`config.mk`:
```
export PLATFORM = sky130hd
export DESIGN_NAME = result_broadcaster
export DESIGN_NICKNAME = d
export VERILOG_FILES = /design/src/rtl/result_broadcaster_pkg.sv /design/src/rtl/result_broadcaster_fifo.sv /design/src/rtl/result_broadcaster.sv
export SDC_FILE = /design/constraint.sdc
export NUM_CORES = 1
export LEC_CHECK = 0
export BUFFER_PORTS_ARGS = -buffer_cell sky130_fd_sc_hd__buf_2
export CAP_MARGIN = 15
export CORE_ASPECT_RATIO = 0.7
export CORE_UTILIZATION = 50
export CTS_BUF_LIST = sky130_fd_sc_hd__clkbuf_4
export CTS_CLUSTER_DIAMETER = 200
export DETAILED_ROUTE_END_ITERATION = 12
export PLACE_DENSITY = 0.71
export SYNTH_ARGS = -nofsm -noshare
export SYNTH_HDL_FRONTEND = slang
export SYNTH_HIERARCHICAL = 1
export SYNTH_SLANG_ARGS = --single-unit
```
`constraint.sdc`:
```
create_clock -name clk -period 8.2 [get_ports clk]
set_input_delay 1.23 -clock clk [delete_from_list [all_inputs] [get_ports clk]]
set_output_delay 1.23 -clock clk [all_outputs]
set_load 0.1 [all_outputs]
```
`src/rtl/result_broadcaster_pkg.sv`:
```
// ---------------------------------------------------------------------------
// ppc_types
//   Shared types and constants for the result/CDB path.
//   - PPC_RS_ID_WIDTH : system-wide reservation station tag width
//   - CDB_DATA_WIDTH  : width of a broadcast result value
//   - cdb_entry_t     : {rs_id, value} pair carried through the result FIFOs
//   - rr_index()      : modulo helper used by the round-robin search
// ---------------------------------------------------------------------------
package ppc_types;

  localparam int PPC_RS_ID_WIDTH = 5;
  localparam int CDB_DATA_WIDTH  = 32;

  typedef struct packed {
    logic [PPC_RS_ID_WIDTH-1:0] rs_id;
    logic [CDB_DATA_WIDTH-1:0]  value;
  } cdb_entry_t;

  // (base + offset) wrapped into 0..n-1; base and offset are always < n here.
  function automatic int rr_index(input int base, input int offset, input int n);
    return (base + offset) % n;
  endfunction

endpackage

```
`src/rtl/result_broadcaster_fifo.sv`:
```
// ---------------------------------------------------------------------------
// result_fifo
//   Small per-unit result buffer holding cdb_entry_t items.
//   Ports:
//     clk, rst  : clock, asynchronous active-high reset (clears count/pointers)
//     i_push    : write i_data (ignored when full, even if popped same cycle)
//     i_data    : entry to write
//     i_pop     : remove head (ignored when empty)
//     o_full    : no free slot (decoded from registered count)
//     o_empty   : no valid entry (decoded from registered count)
//     o_head    : oldest entry, valid while !o_empty
// ---------------------------------------------------------------------------
module result_fifo
  import ppc_types::*;
#(
  parameter int DEPTH = 2
) (
  input  logic       clk,
  input  logic       rst,
  input  logic       i_push,
  input  cdb_entry_t i_data,
  input  logic       i_pop,
  output logic       o_full,
  output logic       o_empty,
  output cdb_entry_t o_head
);

  localparam int PTR_W = (DEPTH > 1) ? $clog2(DEPTH) : 1;
  localparam int CNT_W = $clog2(DEPTH + 1);

  cdb_entry_t       r_mem [DEPTH];
  logic [PTR_W-1:0] r_wr_ptr;
  logic [PTR_W-1:0] r_rd_ptr;
  logic [CNT_W-1:0] r_count;

  logic w_push;
  logic w_pop;

  assign o_full  = (r_count == CNT_W'(DEPTH));
  assign o_empty = (r_count == '0);
  assign o_head  = r_mem[r_rd_ptr];

  // Full blocks the push regardless of a simultaneous pop, so ready can be
  // a pure function of the registered count.
  assign w_push = i_push && !o_full;
  assign w_pop  = i_pop && !o_empty;

  // Storage needs no reset: stale slots are never visible while count is 0.
  always_ff @(posedge clk) begin
    if (w_push) begin
      r_mem[r_wr_ptr] <= i_data;
    end
  end

  always_ff @(posedge clk or posedge rst) begin
    if (rst) begin
      r_wr_ptr <= '0;
      r_rd_ptr <= '0;
      r_count  <= '0;
    end else begin
      if (w_push) begin
        r_wr_ptr <= (r_wr_ptr == PTR_W'(DEPTH - 1)) ? '0 : r_wr_ptr + 1'b1;
      end
      if (w_pop) begin
        r_rd_ptr <= (r_rd_ptr == PTR_W'(DEPTH - 1)) ? '0 : r_rd_ptr + 1'b1;
      end
      case ({w_push, w_pop})
        2'b10:   r_count <= r_count + 1'b1;
        2'b01:   r_count <= r_count - 1'b1;
        default: r_count <= r_count;
      endcase
    end
  end

endmodule

```
`src/rtl/result_broadcaster.sv`:
```
// ---------------------------------------------------------------------------
// result_broadcaster
//   Collects results from UNITS execution units into per-unit FIFOs and
//   broadcasts one result per cycle on the common data bus, chosen
//   round-robin among the non-empty FIFOs.
//   Ports:
//     clk, rst        : clock, asynchronous active-high reset
//     result_valid[u] : unit u offers {result_rs_id[u], result_value[u]}
//     result_ready[u] : FIFO u has room (registered state only)
//     cdb_valid       : one-cycle pulse per broadcast
//     cdb_rs_id       : broadcast tag (holds when idle)
//     cdb_value       : broadcast value (holds when idle)
//   RS_ID_WIDTH is expected to equal ppc_types::PPC_RS_ID_WIDTH, since the
//   FIFO entries use the package struct.
// ---------------------------------------------------------------------------
module result_broadcaster
  import ppc_types::*;
#(
  parameter int UNITS       = 4,
  parameter int RS_ID_WIDTH = PPC_RS_ID_WIDTH,
  parameter int FIFO_DEPTH  = 2
) (
  input  logic                   clk,
  input  logic                   rst,
  input  logic                   result_valid [0:UNITS-1],
  output logic                   result_ready [0:UNITS-1],
  input  logic [RS_ID_WIDTH-1:0] result_rs_id [0:UNITS-1],
  input  logic [31:0]            result_value [0:UNITS-1],
  output logic                   cdb_valid,
  output logic [RS_ID_WIDTH-1:0] cdb_rs_id,
  output logic [31:0]            cdb_value
);

  localparam int PTR_W = (UNITS > 1) ? $clog2(UNITS) : 1;

  cdb_entry_t       w_in    [UNITS];
  cdb_entry_t       w_head  [UNITS];
  logic             w_full  [UNITS];
  logic             w_empty [UNITS];
  logic             w_pop   [UNITS];

  logic             w_grant_valid;
  logic [PTR_W-1:0] w_grant_idx;
  cdb_entry_t       w_grant_entry;

  logic [PTR_W-1:0]       r_rr_ptr;
  logic                   r_cdb_valid;
  logic [RS_ID_WIDTH-1:0] r_cdb_rs_id;
  logic [31:0]            r_cdb_value;

  genvar gi;
  generate
    for (gi = 0; gi < UNITS; gi++) begin : g_unit
      assign w_in[gi].rs_id   = result_rs_id[gi];
      assign w_in[gi].value   = result_value[gi];
      assign result_ready[gi] = !w_full[gi];
      assign w_pop[gi]        = w_grant_valid && (w_grant_idx == PTR_W'(gi));

      result_fifo #(
        .DEPTH (FIFO_DEPTH)
      ) u_fifo (
        .clk     (clk),
        .rst     (rst),
        .i_push  (result_valid[gi]),
        .i_data  (w_in[gi]),
        .i_pop   (w_pop[gi]),
        .o_full  (w_full[gi]),
        .o_empty (w_empty[gi]),
        .o_head  (w_head[gi])
      );
    end
  endgenerate

  // Round-robin search: first non-empty FIFO at or after r_rr_ptr wins.
  always_comb begin
    w_grant_valid = 1'b0;
    w_grant_idx   = '0;
    for (int k = 0; k < UNITS; k++) begin
      if (!w_grant_valid && !w_empty[rr_index(int'(r_rr_ptr), k, UNITS)]) begin
        w_grant_valid = 1'b1;
        w_grant_idx   = PTR_W'(rr_index(int'(r_rr_ptr), k, UNITS));
      end
    end
  end

  assign w_grant_entry = w_head[w_grant_idx];

  always_ff @(posedge clk or posedge rst) begin
    if (rst) begin
      r_cdb_valid <= 1'b0;
      r_cdb_rs_id <= '0;
      r_cdb_value <= '0;
      r_rr_ptr    <= '0;
    end else begin
      r_cdb_valid <= w_grant_valid;
      if (w_grant_valid) begin
        r_cdb_rs_id <= w_grant_entry.rs_id;
        r_cdb_value <= w_grant_entry.value;
        // Pointer moves past the winner so it has lowest priority next time.
        r_rr_ptr    <= PTR_W'(rr_index(int'(w_grant_idx), 1, UNITS));
      end
    end
  end

  assign cdb_valid = r_cdb_valid;
  assign cdb_rs_id = r_cdb_rs_id;
  assign cdb_value = r_cdb_value;

endmodule

```
### Yosys cells after proc, flatten, opt, wreduce, memory -nomap -nowiden

Memory sizes are Yosys's and may differ from the RTL's.
Cells that the tools add are included.

* bits in registers: 56
* RAM bits: 296
* bits of input ports: 154
* output and inout port bits: 42
* memories: 4

* add/sub/neg operators: 20
* magnitude comparators: 5
* equality and inequality tests: 15
* mux-type cells: 43
* bitwise operators: 8
* reduce and logical (&&, ||, !) cells: 40

Memories
* g_unit[0].u_fifo.r_mem: depth 2, bits a word 37, read ports 1, clocked after Yosys merged registers in 0, wr ports 1, RTL line result_broadcaster_fifo.sv:31 `cdb_entry_t r_mem [DEPTH];`
* g_unit[1].u_fifo.r_mem: depth 2, bits a word 37, read ports 1, clocked after Yosys merged registers in 0, wr ports 1, RTL line result_broadcaster_fifo.sv:31
* g_unit[2].u_fifo.r_mem: depth 2, bits a word 37, read ports 1, clocked after Yosys merged registers in 0, wr ports 1, RTL line result_broadcaster_fifo.sv:31
* g_unit[3].u_fifo.r_mem: depth 2, bits a word 37, read ports 1, clocked after Yosys merged registers in 0, wr ports 1, RTL line result_broadcaster_fifo.sv:31

Operator list (count)
* $ge A32 B3 Y1 const B: 4
* $not A32 Y32: 3
* $bmux W37 S2: 1
* $mux W37: 2
* $not A2 Y32: 1
* $mux W1: 28
* $eq A2 B2 Y1 const B: 10
* $pmux W2 S2: 4
* $logic_and A1 B1 Y1: 15
* $logic_not A1 Y1: 13
* $add A2 B1 Y2 const B: 6
* $eq A2 B1 Y1 const B: 5
* $logic_not A2 Y1: 5
* $add A1 B1 Y1 const B: 8
* $bmux W1 S2: 4
* $mux W2: 4
* $reduce_bool A2 Y1: 4
* $sub A2 B1 Y2 const B: 4
* $reduce_or A2 Y1: 3
* $add A2 B2 Y2 const B: 2
* $and A1 B1 Y1 const A: 3
* $ge A3 B3 Y1 const B: 1
* $not A2 Y3: 1

### Longest topological paths before layout

Gate-level depths: netlist of run 1.

* word-level depth: 21
* gate-level depth with buffers: 12
* depth with buffers taken out: 10

### Hierarchy

The synthesis of run 1 kept the hierarchy.

By module, submodules not included
* result_fifo: times used 4, cells an instance 134, area each 2952.8 sq um
* result_broadcaster: times used 1, cells an instance 247, area each 2242.2 sq um

### Worst setup path after synthesis of run 1

OpenSTA, ideal clock, no wires.

* kind: input port to flip-flop
* start: in result_valid[3] (netlist name)
* end: mem g_unit[0].u_fifo/r_mem[0][0] (netlist name) (enable)
* setup time: 431 ps
* arrival time: 2885 ps
* data required time: 7769 ps
* slack: 4884 ps
* stages on the path: 2
* cell sequence: nand2_1 -> nor2_1

* word-level cells in the longest chain between the ends: 3

RTL lines
* start, declared: RTL line result_broadcaster.sv:25 `input logic result_valid [0:UNITS-1],`
* $logic_and A1 B1 Y1: RTL line result_broadcaster_fifo.sv:45 `assign w_push = i_push && !o_full;`
* $mux W1: RTL line result_broadcaster_fifo.sv:50 `if (w_push) begin`
* $mux W1 (not written as such): RTL line result_broadcaster_fifo.sv:51 `r_mem[r_wr_ptr] <= i_data;`
* end, declared: RTL line result_broadcaster_fifo.sv:31

Every way passes these cells.

==> flow_metrics.tcl, run 1 <==
set metrics [dict create \
    status "finished, final reports clean" \
    final_common_cell "edfxtp_1" \
    cts_root_buf "clkbuf_4" \
    cp_slowest_cell "dfrtp_1" \
    fin_tns_setup_ns 0 \
    report.final.slew_viol_count 0 \
    async_reset_ff_share_pct 15.9 \
    ant_nets 0 \
    track_usage_pct 22.5 \
    drc 0 \
    grt_util_met1_pct 35.2 \
    hold_violations 0 \
    num_io_pins 196 \
    io_buffers 195 \
    path_buf_inv 3 \
    post_synth.cell_area_avg_um2 17.9 \
    synthesis.instances 783 \
    place_area_um2 15300 \
    use_met2_pct 30.4 \
    grt-ovfl-total 0 \
    core_um2 27200 \
    synth_ff_type "edfxtp_1" \
    setup_viol 0 \
    wirelength_mm 32.3 \
    post_cts_resize_count 0 \
    cp_max_fo 4 \
    fin_nets 1194 \
    cp_top_family "buffers and inverters" \
    grt_pass1_wl_mm 46.8 \
    leakagePower_nw 6.43 \
    worstSetupEndpointType "output pin" \
    vias 7950 \
    worstSetupPathType "reg2out" \
    drive_gt1_share_pct 46.9 \
    initialDrtViolationCount 842 \
    gr-max-usage-layer "met1" \
    fin_util_pct 60.6 \
    power_density_nw_per_um2 435 \
    h-tree-depth 3 \
    gp_congestion 0.782 \
    cts.path.max_buffers 3 \
    vdd_drop_max_v 0.000185 \
    critPathMaxStageDelay_ns 0.41 \
    yosysWarnings 6 \
    std_cell_rows 50 \
    wire_per_inst_um 22.1 \
    synth_seq_area_share_pct 73.2 \
    clkLatencyLatePin_ns 0.71 \
    required_ns 6.97 \
    cts.sinks 352 \
    hold_class "in2async" \
    grt_max_degree 40 \
    path_clk_slew_ns 0.07 \
    max-cap-violations 0 \
    antenna_found_initial 0 \
    finalPower_w 0.00715 \
    dieArea_um2 28800 \
    synth_area_um2 14100 \
    place_hpwl_mm 21.3 \
    cts_setup_buffers 0 \
    area_delta_synth_final_pct 17.1 \
    dr.pass1.iters 6 \
    synth_nets 941 \
    synth_cell_type_count 32 \
    cts_buffers 83 \
    period_share_pct 37.0 \
    grt_pass1_vias 7872 \
    worst_pin_slew_ns 1.09 \
    die_x_um 202 \
    fillers 2080 \
    tritoncts "done" \
    max_freq_mhz 329 \
    synth_edf_count 296 \
    r2r_setup_slack_ns 5.20 \
    via_per_inst 5.43 \
    cp-start-kind "flop" \
    fin_area_um2 16500 \
    rsz0062_at_grt "false" \
    ys_ff_latch 352 \
    relSlewSlack_pct 27.4 \
    crit_chain "nand2b_1 > inv_1 > inv_1 > buf_2" \
    die_h_um 142 \
    start_util_pct 51.8 \
    fin_crit_ns 3.04 \
    grt_use_met3_pct 6.02 \
    cts_hold_buf 0 \
    layout_common_cells "edfxtp_1, buf_2, clkbuf_4" \
    clock-skew-final_ns 0.0452 \
    critPathArrivalTime_ns 1.81 \
    worst_path_most_repeated_cell "inv_1" \
]
state kept, by name (all words and copies together) (netlist names):
| signal | cells |
|---|---|
| g_unit.u_fifo/r_wr_ptr | 4 |
| r_rr_ptr | 2 |
| g_unit.u_fifo/r_rd_ptr | 4 |
| cdb_valid | 1 |
| g_unit.u_fifo/r_count | 8 |
| cdb_value | 32 |
| cdb_rs_id | 5 |
| g_unit.u_fifo/r_mem | 296 |
metrics by stage:
stage | instances | hold WS, ns | setup slack (ns)
after floorplan | 783 | 0.460 | 4.88
after global placement | 1312 | 0.479 | 5.29
after detailed placement | 1312 | 0.485 | 5.23
after CTS | 1459 | 0.366 | 5.10
after global routing | 1462 | 0.390 | 5.03
final | 1463 | 0.415 | 5.16
cell usage after synthesis (5+ instances only):
cell type	n	area [um^2]
a21oi_1	77	385
a222oi_1	37	370
buf_2	10	50.1
buf_6	20	225
clkbuf_1	7	26.3
dfrtp_1	56	1400
edfxtp_1	296	8890
inv_1	17	63.8
mux2_2	69	777
mux2_4	80	1200
nand2_1	8	30.0
nand2b_1	5	31.3
nor2_1	50	188
xnor2_1	12	105
xor2_1	8	70.1
logic make-up after synthesis:
family | share of synthesized area, %
AO/OA/AOI/OAI | 5.88
XOR/XNOR | 1.25
adder cells (fa/ha/maj) | 0.356
buffers and inverters | 2.79
flip-flops | 73.2
multiplexers | 14.1
AND/OR/NAND/NOR | 2.44
power by group:
group | total [W] | internal [W] | switching, W
logic | 0.00298 | 0.000976 | 0.00200
registers | 0.00273 | 0.00250 | 0.000232
clock network | 0.00144 | 0.000781 | 0.000659
total | 0.00715 | 0.00426 | 0.00289
path summary, 6_finish.rpt:
check                                                        start                                 endpoint  cells past startpoint
max                        g_unit[2].u_fifo/r_count[0]$_DFFE_PP0P_                          result_ready[1]                      4
min                                                            rst                  r_rr_ptr[1]$_DFFE_PP0P_                      2
max reg2reg                g_unit[0].u_fifo/r_count[0]$_DFFE_PP0P_  g_unit[2].u_fifo/r_count[1]$_DFFE_PP0P_                      8
min reg2reg                g_unit[2].u_fifo/r_count[1]$_DFFE_PP0P_  g_unit[2].u_fifo/r_count[1]$_DFFE_PP0P_                      1
max in group asynchronous                                      rst                 cdb_value[8]$_DFFE_PP0P_                      3
min in group clk           g_unit[2].u_fifo/r_count[1]$_DFFE_PP0P_  g_unit[2].u_fifo/r_count[1]$_DFFE_PP0P_                      1
layout make-up:
type                            instances  area (um^2)  share of cell area (%)
Clock inverter                         17          118                   0.715
Multi-Input combinational cell        373         3420                    20.8
Clock buffer                          130          976                    5.93
Antenna cell                            1         2.50                  0.0152
Timing Repair Buffer                  209         1120                    6.80
Inverter                               17         63.8                   0.388
Tap cell                              364          455                    2.77
Sequential cell                       352        10300                    62.6
routing by layer:
metal | vias up | wire length [um]
li1 | 3611 | -
met1 | 3918 | 15000
met2 | 383 | 13500
met3 | 38 | 3370
met4 | 0 | 398
met5 | - | 0
Note: power is estimated with default switching activity, not from simulation.
==> run 2, diff against run 1 <==
==> constraint.sdc (replaced) <==
create_clock -name clk -period 3 [get_ports clk]
set_input_delay 0.45 -clock clk [delete_from_list [all_inputs] [get_ports clk]]
set_output_delay 0.45 -clock clk [all_outputs]
set_load 0.1 [all_outputs]
==> run 2 against run 1 <==
  * Combinational power increased to 2.8 times the previous value
  * Register-to-register slack lost 5.1 ns
  * Critical endpoint is now g_unit[3].u_fifo/r_count[1]$_DFFE_PP0P_
  * Worst hold slack lost 0.29 ns
==> flow_metrics.tcl, run 2 (synthesis results as in run 1) <==
set metrics [dict create \
    status "finished, final reports clean" \
    path_buf_inv 1 \
    clock-skew-final_ns 0.0552 \
    crit_chain "nor2_1 > a21oi_1 > nor3_2 > buf_4 > nor2b_2 > ha_1 > nor2_1 > xor2_1" \
    cp_slowest_cell "nor3_2" \
    fin_cells 1634 \
    final_common_cell "edfxtp_1" \
    hold_violations 0 \
    placed_cells 1328 \
    h-tree-depth 3 \
    regMostFlops "g_unit.u_fifo/r_mem" \
    power_density_nw_per_um2 1110 \
    largest_reg_flops 296 \
    leakagePower_nw 7.15 \
    wirelength_mm 36.5 \
    fin_nets 1357 \
    initialDrtViolationCount 975 \
    wire_per_inst_um 22.3 \
    area_delta_synth_final_pct 29.0 \
    core_um2 27200 \
    report.final.slew_viol_count 0 \
    worst_pin_slew_ns 0.963 \
    cts.path.max_buffers 3 \
    fin_crit_ns 2.93 \
    setup_viol 0 \
    max-cap-violations 0 \
    cts.sinks 352 \
    required_ns 3.61 \
    cp-start-kind "flop" \
    p_sw_w 0.00818 \
    io_buffers 195 \
    pwr-share-comb_pct 42.2 \
    start_util_pct 51.8 \
    layout_common_cells "edfxtp_1, buf_2, dlygate4sd3_1" \
    antenna_found_initial 2 \
    track_usage_pct 25.6 \
    internal_power_w 0.0119 \
    dieArea_um2 28800 \
    grt_pass1_vias 8849 \
    std_cell_rows 50 \
    grt_pass1_wl_mm 53.2 \
    swShare_pct 40.7 \
    fin_util_pct 66.8 \
    critPathMaxStageDelay_ns 0.60 \
    critPathArrivalTime_ns 3.54 \
    cts_root_buf "clkbuf_4" \
    cp_max_fo 31 \
    worstSetupEndpointType "flop" \
    worstSetupPathType "reg2reg" \
    path_clk_slew_ns 0.08 \
    worst_path_most_repeated_cell "nor2_1" \
    vias 8733 \
    grt-ovfl-total 0 \
    max_freq_mhz 341 \
    cts_buffers 84 \
    vdd_drop_max_v 0.000477 \
    relSlewSlack_pct 35.8 \
    tritoncts "done" \
    drc 0 \
    gp_congestion 0.813 \
    die_x_um 202 \
    pwr-share-clk_pct 20.1 \
    drive_gt1_share_pct 41.7 \
    rsz0062_at_grt "false" \
    grt_max_degree 40 \
    fin_tns_setup_ns 0 \
    via_per_inst 5.34 \
    dr.pass1.iters 6 \
    period_share_pct 97.7 \
    hold_class "in2reg" \
    die_h_um 142 \
    clkLatencyLatePin_ns 0.74 \
    ant_nets 0 \
    num_io_pins 196 \
    place_hpwl_mm 23.4 \
    cp_top_family "simple AND/OR/NAND/NOR gates" \
    power_frac_seq_pct 37.7 \
]
==> run 2: cell types whose count changed in the layout (fill, tap and decap cells not counted) <==
cell,previous run,this run
buf_16,0,1
dlygate4sd3_1,0,149
buf_12,3,5
diode_2,1,2
buf_4,11,21
inv_2,3,2
clkinvlp_4,0,1
clkinv_2,1,2
clkinv_1,12,19
==> run 2: power groups by stage <==
stage / registers, W / clock network (W) / logic (W)
4_1_cts: 0.00757 / 0.00412 / 0.00842
5_1_grt: 0.00770 / 0.00437 / 0.00885
3_5_place_dp: 0.00767 / 0 / 0.00823
3_3_place_gp: 0.00760 / 0 / 0.00811
2_1_floorplan: 0.00913 / 0 / 0.00459
6_report: 0.00757 / 0.00404 / 0.00847
==> run 2: worst paths after layout <==
kind                                                               from                                       to  slack (ns)  depth (start not counted)
worst max-delay path            g_unit[2].u_fifo/r_count[0]$_DFFE_PP0P_  g_unit[3].u_fifo/r_count[1]$_DFFE_PP0P_        0.07                          8
worst min-delay path                                    result_valid[2]    g_unit[1].u_fifo/r_wr_ptr$_DFFE_PP0P_        0.12                          3
worst max register to register  g_unit[2].u_fifo/r_count[0]$_DFFE_PP0P_  g_unit[3].u_fifo/r_count[1]$_DFFE_PP0P_        0.07                          8
worst min register to register  g_unit[3].u_fifo/r_count[1]$_DFFE_PP0P_  g_unit[3].u_fifo/r_count[1]$_DFFE_PP0P_        0.50                          1
max in group asynchronous                                           rst                cdb_value[23]$_DFFE_PP0P_        1.97                          5
min in group asynchronous                                           rst    g_unit[1].u_fifo/r_wr_ptr$_DFFE_PP0P_        0.21                          3
==> run 2: per-stage QoR <==
stage          power, W  setup WS, ns  area, um^2  hold WS (ns)
5_1_grt          0.0209        0.0131       18100        0.0789
4_1_cts          0.0201         0.103       18100        0.0542
3_5_place_dp     0.0159         0.135       15500         0.420
6_report         0.0201        0.0694       18100         0.121
2_1_floorplan    0.0137         0.372       14100         0.216
3_3_place_gp     0.0157         0.357       15500         0.410
==> run 2: layout make-up <==
type / count / area (um^2)
Timing Repair Buffer: 371 / 2750
Fill cell: 1908 / 9030
Multi-Input combinational cell: 373 / 3420
Sequential cell: 352 / 10300
Inverter: 17 / 63.8
Tap cell: 364 / 455
Clock buffer: 130 / 976
Clock inverter: 25 / 153
Antenna cell: 2 / 5.00
==> run 2: metal layers <==
metal / global-route usage, % / routed length [um]
met5: 0 / 0
met4: 7.91 / 575
met3: 6.34 / 3430
met2: 34.8 / 15200
met1: 40.0 / 17300
==> run 2: timing repair <==
item / in CTS / in global routing
buffers inserted: 0 / 0
gates resized for setup: 0 / 0
hold endpoints to repair: 322 / 0
setup endpoints to repair: 0 / 0
hold buffers: 149 / 0
==> run 2: worst min-delay path, cell delays in order <==
cell and delay, ns:
buf_2 0.11, nand2_1 0.16, xnor2_1 0.10
